[config.mk]
export PLATFORM = sky130hd
export DESIGN_NAME = store_buffer
export DESIGN_NICKNAME = d
export VERILOG_FILES = /design/src/rtl/uarch_pkg.sv /design/src/rtl/store_buffer.sv
export SDC_FILE = /design/constraint.sdc
export NUM_CORES = 1
export LEC_CHECK = 0
export ABC_AREA = 0
export BUFFER_PORTS_ARGS = -buffer_cell sky130_fd_sc_hd__buf_2
export CAP_MARGIN = 40
export CORE_MARGIN = 3
export CORE_UTILIZATION = 25
export DETAILED_ROUTE_END_ITERATION = 12
export PLACE_DENSITY = 0.42
export REMOVE_ABC_BUFFERS = 1
export SLEW_MARGIN = 10
export SYNTH_ARGS = -nofsm -noshare
export SYNTH_HDL_FRONTEND = slang
export SYNTH_SLANG_ARGS = --single-unit
[constraint.sdc]
create_clock -name clk -period 5.4 [get_ports clk]
set_input_delay 0.81 -clock clk [delete_from_list [all_inputs] [get_ports clk]]
set_output_delay 0.81 -clock clk [all_outputs]
set_load 0.005 [all_outputs]
[src/rtl/uarch_pkg.sv]
// Shared micro-architecture widths and the AGU store write-back packet.
package uarch_pkg;

   localparam int TAG_WIDTH      = 8;
   localparam int PIPE_WIDTH     = 2;
   localparam int CPU_ADDR_BITS  = 32;
   localparam int SB_ENTRIES_DEF = 8;

   typedef struct packed {
      logic                     is_valid;
      logic [TAG_WIDTH-1:0]     tag;
      logic [CPU_ADDR_BITS-1:0] addr;
      logic [31:0]              data;
      logic [3:0]               be;
   } store_wb_packet_t;

endpackage

[src/rtl/store_buffer.sv]
// Circular store buffer: dispatch-order allocate, AGU fill, ROB commit,
// in-order drain to the D-cache, and flush of uncommitted stores.
module store_buffer
   import uarch_pkg::*;
#(
   parameter int SB_ENTRIES = SB_ENTRIES_DEF
) (
   input  logic                                  clk,
   input  logic                                  rst,
   input  logic                                  flush,
   input  logic [PIPE_WIDTH-1:0]                 sb_alloc_req,
   output logic [PIPE_WIDTH-1:0]                 sb_alloc_gnt,
   input  logic [PIPE_WIDTH-1:0][TAG_WIDTH-1:0]  sb_alloc_tags,
   input  store_wb_packet_t                      st_wb,
   input  logic [PIPE_WIDTH-1:0][TAG_WIDTH-1:0]  commit_store_ids,
   input  logic [PIPE_WIDTH-1:0]                 commit_store_vals,
   output logic                                  mem_req_valid,
   output logic [CPU_ADDR_BITS-1:0]              mem_req_addr,
   output logic [31:0]                           mem_req_data,
   output logic [3:0]                            mem_req_be,
   input  logic                                  mem_req_ready,
   output logic                                  sb_empty,
   output logic [$clog2(SB_ENTRIES):0]           sb_pending
);

   localparam int PTR = $clog2(SB_ENTRIES);

   typedef logic [PTR:0]   ptr_t;
   typedef logic [PTR-1:0] idx_t;

   typedef struct packed {
      logic [TAG_WIDTH-1:0]     tag;
      logic [CPU_ADDR_BITS-1:0] addr;
      logic [31:0]              data;
      logic [3:0]               be;
      logic                     valid;
      logic                     filled;
      logic                     committed;
   } sb_entry_t;

   sb_entry_t r_ent [SB_ENTRIES];
   ptr_t      r_head;
   ptr_t      r_cmt;
   ptr_t      r_tail;

   ptr_t                  w_used;
   ptr_t                  w_free;
   ptr_t                  w_ncmt;
   ptr_t                  w_cmt_nxt;
   ptr_t                  w_live;
   ptr_t                  w_nalloc;
   idx_t                  w_head_idx;
   idx_t                  w_cidx [PIPE_WIDTH];
   idx_t                  w_aidx [PIPE_WIDTH];
   idx_t                  w_dist;
   sb_entry_t             w_new  [PIPE_WIDTH];
   logic [PIPE_WIDTH-1:0] w_gnt;
   logic [SB_ENTRIES-1:0] w_kill;
   logic                  w_drain;

   // Free space is taken from registered pointers only; a drain this
   // cycle does not lend its slot to this cycle's allocation.
   assign w_used     = r_tail - r_head;
   assign w_free     = ptr_t'(SB_ENTRIES) - w_used;
   assign w_head_idx = r_head[PTR-1:0];

   always_comb begin
      w_gnt = '0;
      if (rst && !flush) begin
         w_gnt[0] = sb_alloc_req[0] && (w_free >= ptr_t'(1));
         w_gnt[1] = sb_alloc_req[1] &&
                    (w_free >= (sb_alloc_req[0] ? ptr_t'(2) : ptr_t'(1)));
      end
   end

   assign sb_alloc_gnt = w_gnt;
   assign w_nalloc     = ptr_t'(w_gnt[0]) + ptr_t'(w_gnt[1]);

   assign w_ncmt    = ptr_t'(commit_store_vals[0]) +
                      ptr_t'(commit_store_vals[1]);
   assign w_cmt_nxt = r_cmt + w_ncmt;
   assign w_live    = r_tail - w_cmt_nxt;

   assign w_cidx[0] = r_cmt[PTR-1:0];
   assign w_cidx[1] = r_cmt[PTR-1:0] + idx_t'(commit_store_vals[0]);
   assign w_aidx[0] = r_tail[PTR-1:0];
   assign w_aidx[1] = r_tail[PTR-1:0] + idx_t'(w_gnt[0]);

   always_comb begin
      for (int s = 0; s < PIPE_WIDTH; s++) begin
         w_new[s]       = '0;
         w_new[s].tag   = sb_alloc_tags[s];
         w_new[s].valid = 1'b1;
      end
   end

   // Entries from the post-commit cmt up to tail are discarded on flush.
   always_comb begin
      w_kill = '0;
      w_dist = '0;
      for (int i = 0; i < SB_ENTRIES; i++) begin
         w_dist    = idx_t'(i) - w_cmt_nxt[PTR-1:0];
         w_kill[i] = ({1'b0, w_dist} < w_live);
      end
   end

   assign mem_req_valid = (r_head != r_cmt);
   assign mem_req_addr  = r_ent[w_head_idx].addr;
   assign mem_req_data  = r_ent[w_head_idx].data;
   assign mem_req_be    = r_ent[w_head_idx].be;
   assign w_drain       = mem_req_valid && mem_req_ready;

   assign sb_empty   = (r_head == r_tail);
   assign sb_pending = r_cmt - r_head;

   always_ff @(posedge clk or negedge rst) begin
      if (!rst) begin
         r_head <= '0;
         r_cmt  <= '0;
         r_tail <= '0;
         for (int i = 0; i < SB_ENTRIES; i++) begin
            r_ent[i] <= '0;
         end
      end else begin
         for (int i = 0; i < SB_ENTRIES; i++) begin
            if (st_wb.is_valid && !flush && r_ent[i].valid &&
                !r_ent[i].filled && r_ent[i].tag == st_wb.tag) begin
               r_ent[i].filled <= 1'b1;
               r_ent[i].addr   <= st_wb.addr;
               r_ent[i].data   <= st_wb.data;
               r_ent[i].be     <= st_wb.be;
            end
            if (flush && w_kill[i]) begin
               r_ent[i].valid <= 1'b0;
            end
         end
         for (int s = 0; s < PIPE_WIDTH; s++) begin
            if (commit_store_vals[s]) begin
               assert (r_ent[w_cidx[s]].valid &&
                       r_ent[w_cidx[s]].filled &&
                       r_ent[w_cidx[s]].tag == commit_store_ids[s])
                  else $error("store commit tag/fill error slot %0d", s);
               r_ent[w_cidx[s]].committed <= 1'b1;
            end
            if (w_gnt[s]) begin
               r_ent[w_aidx[s]] <= w_new[s];
            end
         end
         if (w_drain) begin
            r_ent[w_head_idx].valid     <= 1'b0;
            r_ent[w_head_idx].filled    <= 1'b0;
            r_ent[w_head_idx].committed <= 1'b0;
            r_head                      <= r_head + ptr_t'(1);
         end
         r_cmt  <= w_cmt_nxt;
         r_tail <= flush ? w_cmt_nxt : r_tail + w_nalloc;
      end
   end

endmodule

Yosys cells after proc, flatten, opt, wreduce, memory -nomap -nowiden
Index checks and enable logic that the tools add are counted.

Div/mod/pow operators: 0. Shift-type cells: 0. Add/subtract/negate cells: 19. Reduce and logical (&&, ||, !) cells: 51. Order comparisons: 20. Bitwise operators: 5. Equality and inequality tests: 10. Muxes and demuxes: 56. $mul: 0.

Operator list (count): 632-bit bitwise mux (7); 632-bit two-way mux (5); 79-bit demux with 3-bit select (7); 68-bit two-way mux (8); 79-bit binary-select mux with 3-bit select (1); 79-bit two-way mux (2); 71-bit two-way mux (2); 8-bit == test (8); 1-bit logical AND (42); 3-bit by 4-bit less-than comparator with 1-bit output (8); 4-bit >= comparator, second input constant (5); 4-bit by 1-bit less-than comparator with 1-bit output, second input constant (5); 3-bit inverter with 4-bit output (5); 1-bit two-way mux (19); 3-bit subtractor, first input constant (4); 4-bit subtractor (3); 1-bit zero test (9); 4-bit by 2-bit adder with 4-bit output (2); 3-bit by 1-bit adder with 3-bit output (2); 2-bit two-way mux (3); 1-bit by 3-bit subtractor with 3-bit output, first input constant (2); 2-bit by 3-bit subtractor with 3-bit output, first input constant (2); 1-bit by 1-bit adder with 2-bit output (2); 4-bit by 1-bit adder with 4-bit output, second input constant (1); 7 further kinds (7).

Latch bits: 0. Bits in read-only memories: 0. Memories kept: 0. Word-level logic and storage cells: 220. Register bits after elaboration: 644. Memory bits (writable): 0.

Depth between registers and ports, before layout
Depth in word-level cells: 18. Depth in mapped cells: 24. Gate-level depth less buffers: 17.

Worst setup path after synthesis
Ideal clock, no wire load.

Path kind: flip-flop to flip-flop. From: reg r_head[0]. To: reg r_ent[532] in the netlist's numbering. Setup time: 0.119 ns. Arrival time: 4.984 ns. Path slack: 0.297 ns. Cell stages (with the launch flop): 25. Path buffers: 7. Path through: dfrtp_1 clkbuf_1 buf_2 clkbuf_1 buf_2 inv_1 ha_1 inv_1 ha_1 inv_1 fa_1 xor2_1 xnor2_2 buf_6 nor2_1 nor2_1 ha_1 ha_1 nor4bb_1 and3_1 o21ai_4 nand2_2 buf_2 buf_6 nor2_1.

Cells in the longest elaborated chain, start to end: 17. Elaborated cells on any way between the ends: 29.

Ends and longest elaborated chain: start, declared (line store_buffer.sv:42) `ptr_t r_head;`; start signal, assigned (line store_buffer.sv:153) `r_head <= r_head + ptr_t'(1);`; 4-bit subtractor * (line store_buffer.sv:63) `assign w_used = r_tail - r_head;`; 4-bit subtractor * (line store_buffer.sv:64) `assign w_free = ptr_t'(SB_ENTRIES) - w_used;`; 4-bit by 1-bit >= comparator with 1-bit output * (line store_buffer.sv:70) `w_gnt[0] = sb_alloc_req[0] && (w_free >= ptr_t'(1));`; 1-bit logical AND * (line store_buffer.sv:70); 2-bit two-way mux * (line store_buffer.sv:69) `if (rst && !flush) begin`; named net sb_alloc_gnt[0] (line store_buffer.sv:12) `output logic [PIPE_WIDTH-1:0] sb_alloc_gnt,`; 3-bit by 1-bit adder with 3-bit output (line store_buffer.sv:87) `assign w_aidx[1] = r_tail[PTR-1:0] + idx_t'(w_gnt[0]);`; 3-bit inverter with 4-bit output (implied by the code) (line store_buffer.sv:146) `r_ent[w_aidx[s]] <= w_new[s];`; [... 2 more ...]; 79-bit two-way mux (implied by the code) (line store_buffer.sv:146); 79-bit demux with 3-bit select (line store_buffer.sv:146); 632-bit bitwise mux (line store_buffer.sv:146); 632-bit two-way mux * (line store_buffer.sv:145) `if (w_gnt[s]) begin`; 632-bit bitwise mux (line store_buffer.sv:150) `r_ent[w_head_idx].valid <= 1'b0;`; 632-bit bitwise mux (line store_buffer.sv:151) `r_ent[w_head_idx].filled <= 1'b0;`; 632-bit bitwise mux (line store_buffer.sv:152) `r_ent[w_head_idx].committed <= 1'b0;`; 632-bit two-way mux * (line store_buffer.sv:149) `if (w_drain) begin`; end signal, assigned by index (line store_buffer.sv:146); end, declared (line store_buffer.sv:41) `sb_entry_t r_ent [SB_ENTRIES];`.

Mark *: on every way through the listed nets, which the timed path passes. The rest lies on a longest branch. A chain may end at the register's enable or synchronous reset.

Worst setup path after layout
From: reg r_tail[1]. To: reg r_ent[506] in the netlist's numbering.

Cells in the longest elaborated chain, start to end: 17. Elaborated cells on any way between the ends: 30.

Ends and longest elaborated chain: start, declared (line store_buffer.sv:44) `ptr_t r_tail;`; start signal, assigned (line store_buffer.sv:156) `r_tail <= flush ? w_cmt_nxt : r_tail + w_nalloc;`; 4-bit subtractor (line store_buffer.sv:63); 4-bit subtractor (line store_buffer.sv:64); 4-bit by 1-bit >= comparator with 1-bit output (line store_buffer.sv:70); 1-bit logical AND (line store_buffer.sv:70); 2-bit two-way mux (line store_buffer.sv:69); 3-bit by 1-bit adder with 3-bit output (line store_buffer.sv:87); 3-bit inverter with 4-bit output (implied by the code) (line store_buffer.sv:146); 4-bit >= comparator (implied by the code) or 4-bit by 1-bit less-than comparator with 1-bit output (tied branches) (line store_buffer.sv:146); 1-bit logical AND (implied by the code) (line store_buffer.sv:146); 79-bit two-way mux (implied by the code) (line store_buffer.sv:146); 79-bit demux with 3-bit select (line store_buffer.sv:146); 632-bit bitwise mux (line store_buffer.sv:146); 632-bit two-way mux * (line store_buffer.sv:145); 632-bit bitwise mux (line store_buffer.sv:150); 632-bit bitwise mux (line store_buffer.sv:151); 632-bit bitwise mux (line store_buffer.sv:152); 632-bit two-way mux * (line store_buffer.sv:149).

Mark *: on every way between the ends. The rest lies on a longest branch, timed or not.

==> key figures <==
Die
  – Chip Width: 366 um
  – Core Region: 128000 um^2
  – IO Pins: between 150 and 200
  – # rows: between 100 and 150
  – Die area: ~130000 um^2
  – Die Ht: 366 um
  – Initial Utilization: roughly 25%

Run status
  – Status: finished, final reports clean

Synth
  – Mean Syn Cell Area: ~11 um^2
  – Mapped Cells: just under 3000
  – Primary FF master, synth: dfrtp_1
  – Synth cell types: 60
  – Ys Warns: 0
  – Yosys reg bits: between 600 and 700
  – EDFF count, synth: 0
  – Syn Std Cell Area: 32300 um^2
  – Synth area leaders: dfrtp_1 49%, mux2i_1 20%, mux4_2 7.9%
  – Post-synth top area share: about half
  – Post-synthesis async set-or-reset flop share: 100%
  – Post-synthesis sequential area ratio: between 40% and 50%
  – Largest area contributor in the netlist: dfrtp_1

Job
  – Number of max-cap violations: 0

STA
  – PnR worst setup slack: about 0.52 ns
  – Worst-Margin Slew: 1.13 ns
  – Final period utilization: approximately 90%
  – Max Freq: slightly above 200 MHz
  – Final Max Slew Viols: 0
  – Tmin final: just under 5 ns
  – RSZ-0062 raised after global routing: no
  – Max-slew headroom: approximately a quarter
  – Final Skew: roughly 0.021 ns
  – Fin. Hold Viols: 0
  – Setup violators final: 0

Critical path
  – Top Family by Delay on Critical Path: simple AND/OR/NAND/NOR gates
  – Crit end category: flip-flop
  – Critical Path, Cell by Cell: inv_1, ha_1, ha_1, inv_1, fa_1, nand3b_1, nor2_1, buf_4, nor2_1, ha_1, ha_1, nor4bb_1, and3_1, o21ai_4, nand2_4, buf_12, nor2_1
  – Crit Path Class: reg -> reg
  – Max incr delay on CP: approximately 0.6 ns
  – CP Launch Type: flip-flop
  – Crit path max fanout: 24
  – Slowest-stage cell, CP: dfrtp_1
  – Critical Path RT: about 5.9 ns
  – R2r setup slk: between 0.5 and 0.6 ns
  – Top cell by count, worst path: ha_1
  – WP buf/inv: 4
  – Arr. time, crit path: 5.38 ns

Place
  – Pre-CTS setup slack: ~0.53 ns
  – Buffers added on ports: roughly 180
  – Cell Area, Placed: 35000 um^2
  – Gpl congestion: between 0.7 and 0.8
  – Detailed placer's ending HPWL: around 60 mm

Cells and area
  – Cell area after layout: 37700 um^2
  – Final Net Count: approximately 3100
  – Share of cells above drive strength 1: 17.2%
  – Area added between synthesis and finish: 16.6%
  – Commonest non-fill, non-tap cell in the layout: mux2i_1
  – Most frequent cells in the layout: 652 x mux2i_1, 633 x dfrtp_1, 612 x nor2_1, 211 x nand2_1, 175 x buf_2

Routing
  – Detail Route Antenna Nets: 0
  – Vias: 21500
  – WL per Instance: approximately 22 um
  – Vias per cell: roughly 4.6
  – Residual DRC: 0
  – First drt pass iteration count: 5
  – Initial drt markers: 1409
  – Total Routed Length: roughly 100 mm

Pwr
  – Pwr per Cell Area: between 400 and 500 nW/um^2
  – Peak VDD IR: about 0.0004 V
  – P_leak: roughly 17 nW
  – Total power: about 16 mW

Clocking
  – CTS tree: yes
  – Clk slew on worst S/H paths: 0.06 ns
  – PostCTS Resize Cnt: 0
  – Total CTS buffers: 80
  – Root Buffer: clkbuf_16
  – Setup bufs post-CTS: 0
  – Max Root-Sink Buffers: 3
  – H-tree Lvls: 3
  – Clk_lat worst skew: 0.64 ns
  – Clock Sinks: about 640
  – Cts hold-fix bufs: 0

Global routing
  – Vias in the first global route: roughly 23000
  – Global route total overflow: 0
  – Global-route wire length before repair: approximately 160 mm
  – Initial antenna violation count: 19
  – Pin count of the biggest net entering global routing: about 170
  – GRT Util Overall: 15.9%

Worst hold path
  – Tightest Hold Check Type: in -> async
==> per-stage QoR <==
stage / cells / util, % / hold WS [ns] / setup TNS [ns]
after detailed placement: 4570 / 27.3 / 0.503 / 0
after global placement: 4563 / 27.3 / 0.496 / 0
after CTS: 4710 / 29.4 / 0.0670 / 0
after floorplan: 2602 / - / 0.481 / -3754.22
final: 4719 / 29.5 / 0.111 / 0
after global routing: 4710 / 29.4 / 0.0959 / 0
==> Yosys cell counts (28+ instances only) <==
library cell and number:
inv_1 31, buf_1 42, xnor2_1 76, mux4_2 114, dfrtp_1 636, clkbuf_1 126, ha_1 28, mux2i_1 652
a21oi_1 56, buf_2 80, nand2_1 212, nor2_1 612
==> report_power, final <==
| group | internal, mW | total, mW | switching (mW) |
|---|---|---|---|
| Combinational | 1.80 | 4.97 | 3.17 |
| Clock | 3.31 | 5.50 | 2.19 |
| Sequential | 5.14 | 5.42 | 0.279 |
| Total | 10.3 | 15.9 | 5.64 |
==> layout make-up <==
cell class              count  area [um^2]
multi-input cells        1934        15100
fillers                 13200        90300
clock inverters            28          374
flip-flops and latches    636        15900
diodes                      9         22.5
repair buffers            239         1720
inverters                  32          120
clock buffers             112         2300
well taps                1729         2160
==> flip-flops by register name, summed over array words and instances, names as in the netlist <==
register	count
r_ent	624
r_cmt	4
r_head	4
r_tail	4
==> metal layers <==
layer / track usage, % / routed length (um) / up-vias / share of wire (%)
met5: 0 / 65 / - / 0.062
met4: 3.54 / 1750 / 10 / 1.7
met3: 3.24 / 5440 / 110 / 5.2
met2: 24.7 / 47400 / 385 / 45
met1: 22.7 / 50300 / 11100 / 48
li1: - / - / 9947 / -
==> cell families (layout without fill, tap and decap cells) <==
group / count (synthesis) / after routing / synth area share, %
compound gates: 147 / 147 / 3.21
other cells: 0 / 9 / 0
mux: 768 / 768 / 28.2
flops: 636 / 636 / 49.2
fa+ha+maj: 33 / 33 / 1.39
xor+xnor: 86 / 86 / 2.42
simple gates: 900 / 900 / 11.1
buf+inv: 314 / 411 / 4.47
==> final timing paths <==
path,from,end,cells past startpoint
min,rst,r_tail[0],1
min reg2reg,r_ent[91],r_ent[91],2
min in group clk,r_ent[91],r_ent[91],2
max in group asynchronous,rst,r_ent[489],3
max,r_tail[1],r_ent[506],17
max reg2reg,r_tail[1],r_ent[506],17
Power figures use the tool's default switching activity.
